### src/rtl/fifo_arb_pkg.sv
// Shared types and width helpers for the FIFO write-port arbiter.
package fifo_arb_pkg;

   // Arbiter control states.
   typedef enum logic {
      IDLE  = 1'b0,
      GRANT = 1'b1
   } arb_state_e;

   // Width of a requester index. A single requester still needs one bit.
   function automatic int id_width(input int nreq);
      return (nreq > 1) ? $clog2(nreq) : 1;
   endfunction

   // Width of the beat counter. It must be able to hold BURST-1.
   function automatic int cnt_width(input int burst);
      return (burst > 1) ? $clog2(burst + 1) : 1;
   endfunction

endpackage

### src/rtl/rr_pick.sv
// Combinational round-robin picker.
// Returns the first set request at or after start_i, wrapping at NREQ.
module rr_pick
   import fifo_arb_pkg::*;
#(
   parameter  int NREQ = 4,
   localparam int ID_W = id_width(NREQ)
)(
   input  logic [NREQ-1:0] req_i,
   input  logic [ID_W-1:0] start_i,
   output logic            found_o,
   output logic [ID_W-1:0] idx_o
);

   // Index that lies k positions after base, wrapped into 0..NREQ-1.
   function automatic logic [ID_W-1:0] add_mod(input logic [ID_W-1:0] base, input int k);
      int sum;
      sum = int'(base) + k;
      if (sum >= NREQ) begin
         sum = sum - NREQ;
      end
      return ID_W'(sum);
   endfunction

   // Scan from the far end back toward start_i so the nearest request wins.
   always_comb begin
      found_o = 1'b0;
      idx_o   = '0;
      for (int k = NREQ - 1; k >= 0; k--) begin
         if (req_i[add_mod(start_i, k)]) begin
            found_o = 1'b1;
            idx_o   = add_mod(start_i, k);
         end
      end
   end

endmodule

### src/rtl/fifo_wr_arbiter.sv
// Round-robin burst arbiter for the single write port of a FIFO.
//
//   state | meaning
//   ------+------------------------------------------------------------
//   IDLE  | no grant; pick the next requester after last (bubble cycle)
//   GRANT | owner drives the FIFO write port for up to BURST beats
//
// The grant ends after BURST writes, or as soon as the owner drops valid.
// A full FIFO stalls the burst without revoking the grant.
module fifo_wr_arbiter
   import fifo_arb_pkg::*;
#(
   parameter  int NREQ  = 4,
   parameter  int WIDTH = 3,
   parameter  int BURST = 4,
   localparam int ID_W  = id_width(NREQ),
   localparam int CNT_W = cnt_width(BURST)
)(
   input  logic                  clk,
   input  logic                  rst,
   input  logic [NREQ-1:0]       req_valid,
   input  logic [NREQ*WIDTH-1:0] req_data,
   output logic [NREQ-1:0]       req_ready,
   input  logic                  fifo_full,
   output logic                  fifo_we,
   output logic [WIDTH-1:0]      fifo_wdata,
   output logic [ID_W-1:0]       owner,
   output logic                  busy
);

   localparam logic [ID_W-1:0]  LAST_ID    = ID_W'(NREQ - 1);
   localparam logic [CNT_W-1:0] BURST_LAST = CNT_W'(BURST - 1);

   arb_state_e       state_q, state_d;
   logic [ID_W-1:0]  owner_q, owner_d;
   logic [ID_W-1:0]  last_q,  last_d;
   logic [CNT_W-1:0] cnt_q,   cnt_d;

   logic [ID_W-1:0]  start_idx;
   logic             pick_found;
   logic [ID_W-1:0]  pick_idx;
   logic             owner_valid;
   logic             beat_wr;
   logic [WIDTH-1:0] data_arr [NREQ];

   for (genvar i = 0; i < NREQ; i++) begin : g_unpack
      assign data_arr[i] = req_data[i*WIDTH +: WIDTH];
   end

   // The search begins one past the previous owner so it goes last next time.
   assign start_idx = (last_q == LAST_ID) ? '0 : last_q + 1'b1;

   rr_pick #(
      .NREQ (NREQ)
   ) u_pick (
      .req_i   (req_valid),
      .start_i (start_idx),
      .found_o (pick_found),
      .idx_o   (pick_idx)
   );

   assign owner_valid = req_valid[owner_q];
   assign beat_wr     = (state_q == GRANT) && owner_valid && !fifo_full;

   assign owner = owner_q;
   assign busy  = (state_q == GRANT);

   // Write-port mux and handshake; all quiet outside GRANT.
   always_comb begin
      req_ready  = '0;
      fifo_we    = 1'b0;
      fifo_wdata = '0;
      if (state_q == GRANT) begin
         req_ready[owner_q] = !fifo_full;
         fifo_we            = owner_valid && !fifo_full;
         fifo_wdata         = data_arr[owner_q];
      end
   end

   // Next-state decision for the grant, owner, fairness pointer and beat count.
   always_comb begin
      state_d = state_q;
      owner_d = owner_q;
      last_d  = last_q;
      cnt_d   = cnt_q;
      case (state_q)
         IDLE: begin
            if (pick_found) begin
               owner_d = pick_idx;
               cnt_d   = '0;
               state_d = GRANT;
            end
         end
         GRANT: begin
            if (!owner_valid) begin
               state_d = IDLE;
               last_d  = owner_q;
               cnt_d   = '0;
            end else if (beat_wr) begin
               if (cnt_q == BURST_LAST) begin
                  state_d = IDLE;
                  last_d  = owner_q;
                  cnt_d   = '0;
               end else begin
                  cnt_d = cnt_q + 1'b1;
               end
            end
         end
         default: begin
            state_d = IDLE;
         end
      endcase
   end

   // Arbiter registers with synchronous reset; reset drops any grant in flight.
   always_ff @(posedge clk) begin
      if (rst) begin
         state_q <= IDLE;
         owner_q <= '0;
         last_q  <= LAST_ID;
         cnt_q   <= '0;
      end else begin
         state_q <= state_d;
         owner_q <= owner_d;
         last_q  <= last_d;
         cnt_q   <= cnt_d;
      end
   end

endmodule

### config.mk
export PLATFORM = sky130hd
export DESIGN_NAME = fifo_wr_arbiter
export DESIGN_NICKNAME = d
export VERILOG_FILES = /design/src/rtl/fifo_arb_pkg.sv /design/src/rtl/rr_pick.sv /design/src/rtl/fifo_wr_arbiter.sv
export SDC_FILE = /design/constraint.sdc
export NUM_CORES = 1
export LEC_CHECK = 0
export BUFFER_PORTS_ARGS = -buffer_cell sky130_fd_sc_hd__buf_2
export CORE_MARGIN = 8
export CORE_UTILIZATION = 40
export CTS_CLUSTER_SIZE = 20
export DETAILED_ROUTE_END_ITERATION = 7
export GPL_TIMING_DRIVEN = 0
export PLACE_DENSITY = 0.73
export RECOVER_POWER = 100
export SYNTH_ARGS = -nofsm -noshare
export SYNTH_HDL_FRONTEND = slang
export SYNTH_HIERARCHICAL = 1
export SYNTH_SLANG_ARGS = --single-unit
### constraint.sdc
create_clock -name clk -period 1.6 [get_ports clk]
set_input_delay 0.4 -clock clk [delete_from_list [all_inputs] [get_ports clk]]
set_output_delay 0.4 -clock clk [all_outputs]
set_load 0.1 [all_outputs]
==> flow_metrics.env <==
export IMPL_die_x_um=55.79
export IMPL_grt_pass1_vias=702
export IMPL_setup_ws_ns=-0.3868
export IMPL_clk_latency_ns=0.27
export IMPL_syn_area_per_cell_um2=8.793
export IMPL_r2r_end="last_q[0]"
export IMPL_ys_ff_latch=8
export IMPL_hold_worst_slack_ns=0.4790
export IMPL_r2r_slack_ns=0.04
export IMPL_cts_sinks=8
export IMPL_antenna_left=0
export IMPL_worstHoldPathType="in2reg"
export IMPL_portBuffers=28
export IMPL_finalWeightedCongestion=0.8057
export IMPL_tightest_slew_ns=0.5581
export IMPL_worstSetupPathType="reg2out"
export IMPL_reg2reg_depth=4
export IMPL_cts_root_buffer="clkbuf_4"
export IMPL_cp_start_kind="flip-flop"
export IMPL_crit_top_cell="buf_12"
export IMPL_initial_core_util_pct=42.52
export IMPL_firstDrtPassIters=4
export IMPL_vias_per_cell=5.661
export IMPL_drv_slew=0
export IMPL_post_route_min_period_ns=1.987
export IMPL_final_period_utilization_pct=124.2
export IMPL_grt_pass1_wl_um=3305
export IMPL_die_h_um=55.79
export IMPL_setup_tns_ns=-2.082
export IMPL_synth_edf_count=0
export IMPL_cp_slowest_cell="mux4_2"
export IMPL_worstReg2RegStart="owner[0]"
export IMPL_synth_top_area_share_pct=25.30
export IMPL_grt_max_degree=12
export IMPL_routed_wirelength_um=1955
export IMPL_critPathCaptureType="output port"
export IMPL_critPathRequiredTime_ns=1.20
export IMPL_syn_nets=93
export IMPL_syn_area_um2=633.1
export IMPL_antenna_found_initial=0
export IMPL_dp_final_hpwl_um=1376
export IMPL_finalHoldViolCount=0
export IMPL_vias=702
export IMPL_syn_to_final_growth_pct=66.01
export IMPL_drt_iter0_markers=16
export IMPL_outcome="complete, but fails checks"
export IMPL_crit_path_max_incr_delay_ns=0.50
export IMPL_yosysTopAreaCell="dfxtp_1"
export IMPL_async_flop_share_pct=0
export IMPL_core_area_mm2=0.001489
export IMPL_htreeDepth=1
export IMPL_rsz0062_at_grt="true"
export IMPL_synthFlopType="dfxtp_1"
export IMPL_synthCells=72
export IMPL_cts_tree="yes"
export IMPL_p_leak_uw=0.0004480
export IMPL_die_area_mm2=0.003112
export IMPL_fp_row_count=14
export IMPL_fillers=108
export IMPL_ys_seq_area_share_pct=25.30
export IMPL_clkSlewWorstSetupHoldPaths_ns=0.06
export IMPL_synth_cell_types=26
export IMPL_cts_buffers_inserted=3
export IMPL_powerDensity_mw_per_mm2=861.0
export IMPL_vdd_drop_max_mv=0.4626
export IMPL_drcViolationCount=0
export IMPL_cts_hold_buf=0
export IMPL_max_slew_margin_pct=62.95
export IMPL_synth_area_leaders="dfxtp_1, mux4_2, mux2i_1"
export IMPL_yosysWarnings=6
export IMPL_failed_checks="setup timing"
export IMPL_crit_fanout=5
export IMPL_grtUsageTotal_pct=12.99
export IMPL_drv_cap=0
export IMPL_endpoint="fifo_wdata[2]"
export IMPL_setup_violations_final=8
export IMPL_fin_nets=130
export IMPL_grt_overflow=0
export IMPL_fmax_mhz=503.3
export IMPL_arrival_ns=1.59
export IMPL_wl_per_cell_um=15.77
export IMPL_fin_worst_skew_ns=0.007983
export IMPL_layout_drive_gt1_share_pct=52.78
export IMPL_clk_path_buf_depth=2
export IMPL_preCtsSetupSlack_ns=-0.4277
export IMPL_io_pins=30
export IMPL_crit_start="owner[0]"
export IMPL_num_antenna_cells=0
export IMPL_path_cells="buf_12 -> mux4_2 -> and2_4 -> buf_12"
[cells in the final DEF, fill, tap and decap left out, types with 2 or more instances in the layout]
cell,instances
buf_2,19
nor2_1,10
buf_12,9
nand2_1,5
mux2i_1,5
dfxtp_1,5
mux4_2,4
and2_4,4
nand2b_1,4
buf_4,4
a31oi_1,3
dfxtp_4,3
clkbuf_4,3
nand4_1,2
nor2b_1,2
inv_1,2
nor3b_1,2
ha_1,2
clkbuf_2,2
[state kept, by name (all words and copies together), names as in the netlist]
signal,count
owner,2
last_q,2
busy,1
cnt_q,3
[stage by stage]
step | area [um^2] | std cells | utilization [%] | power, uW
after floorplan | 686.9 | 72 | - | 563.6
after global placement | 847.1 | 116 | 56.89 | 631.6
after detailed placement | 847.1 | 116 | 56.89 | 639.0
after CTS | 1040 | 123 | 69.83 | 898.2
after global routing | 1051 | 124 | 70.59 | 954.7
final | 1051 | 124 | 70.59 | 904.9
[kinds of logic after synthesis]
kind of cell	after synthesis	share of synthesized area [%]
buf+inv	6	4.149
fa+ha+maj	2	3.952
flops	8	25.30
simple gates	39	33.20
compound gates	8	11.27
mux	9	22.14
[layout make-up]
| type | count | area, um^2 | share of cell area [%] |
|---|---|---|---|
| Tap cell | 16 | 20.02 | 1.905 |
| Buffer | 3 | 38.79 | 3.690 |
| Inverter | 2 | 7.507 | 0.7143 |
| Multi-Input combinational cell | 58 | 491.7 | 46.79 |
| Timing Repair Buffer | 33 | 295.3 | 28.10 |
| Clock buffer | 4 | 26.28 | 2.500 |
| Sequential cell | 8 | 171.4 | 16.31 |
[power breakdown]
| group | internal [uW] | switching [uW] | total (uW) | leakage, uW |
|---|---|---|---|---|
| Combinational | 197 | 292 | 489 | 0.000366 |
| Sequential | 217 | 23.0 | 240 | 0.0000675 |
| Clock | 96.1 | 80.1 | 176 | 0.0000150 |
[cells in the mapped netlist (2+ instances only)]
cell	instances
mux4_2	4
nor2_1	11
nand2_1	6
ha_1	2
dfxtp_1	8
buf_2	3
mux2i_1	5
nand4_1	2
a31oi_1	3
nor3b_1	3
and2_1	4
inv_1	2
nand2b_1	4
nor2b_1	3
[what timing repair did]
action	CTS	global route
cloned	0	0
setup endpoints to repair	8	8
gates resized for setup	40	2
pin swaps	5	2
buffers inserted	4	1
[worst min path at each step]
stage | start | endpoint | slack, ns | depth (start not counted)
2_1_floorplan | cnt_q[2] | cnt_q[2] | 0.46 | 1
3_3_place_gp | cnt_q[2] | cnt_q[2] | 0.47 | 1
3_5_place_dp | cnt_q[2] | cnt_q[2] | 0.48 | 1
4_1_cts | cnt_q[2] | cnt_q[2] | 0.49 | 1
5_1_grt | cnt_q[2] | cnt_q[2] | 0.52 | 1
6_report | rst | owner[1] | 0.48 | 2
[metal layers]
| metal | vias up | global-route usage, % | share of wire, % |
|---|---|---|---|
| li1 | 336 | - | - |
| met2 | 32 | 21.96 | 50 |
| met4 | 0 | 6.338 | 1.8 |
| met3 | 5 | 5.708 | 8.3 |
| met5 | - | 0 | 0 |
| met1 | 329 | 13.26 | 40 |
[worst max-delay path, delay by kind of cell (launching register included)]
kind,cells,cell delay [ns]
muxes,1,0.50
DFF,1,0.37
buffers and inverters,2,0.27
and+or+nand+nor,1,0.17
(Power assumes the default switching activity.)
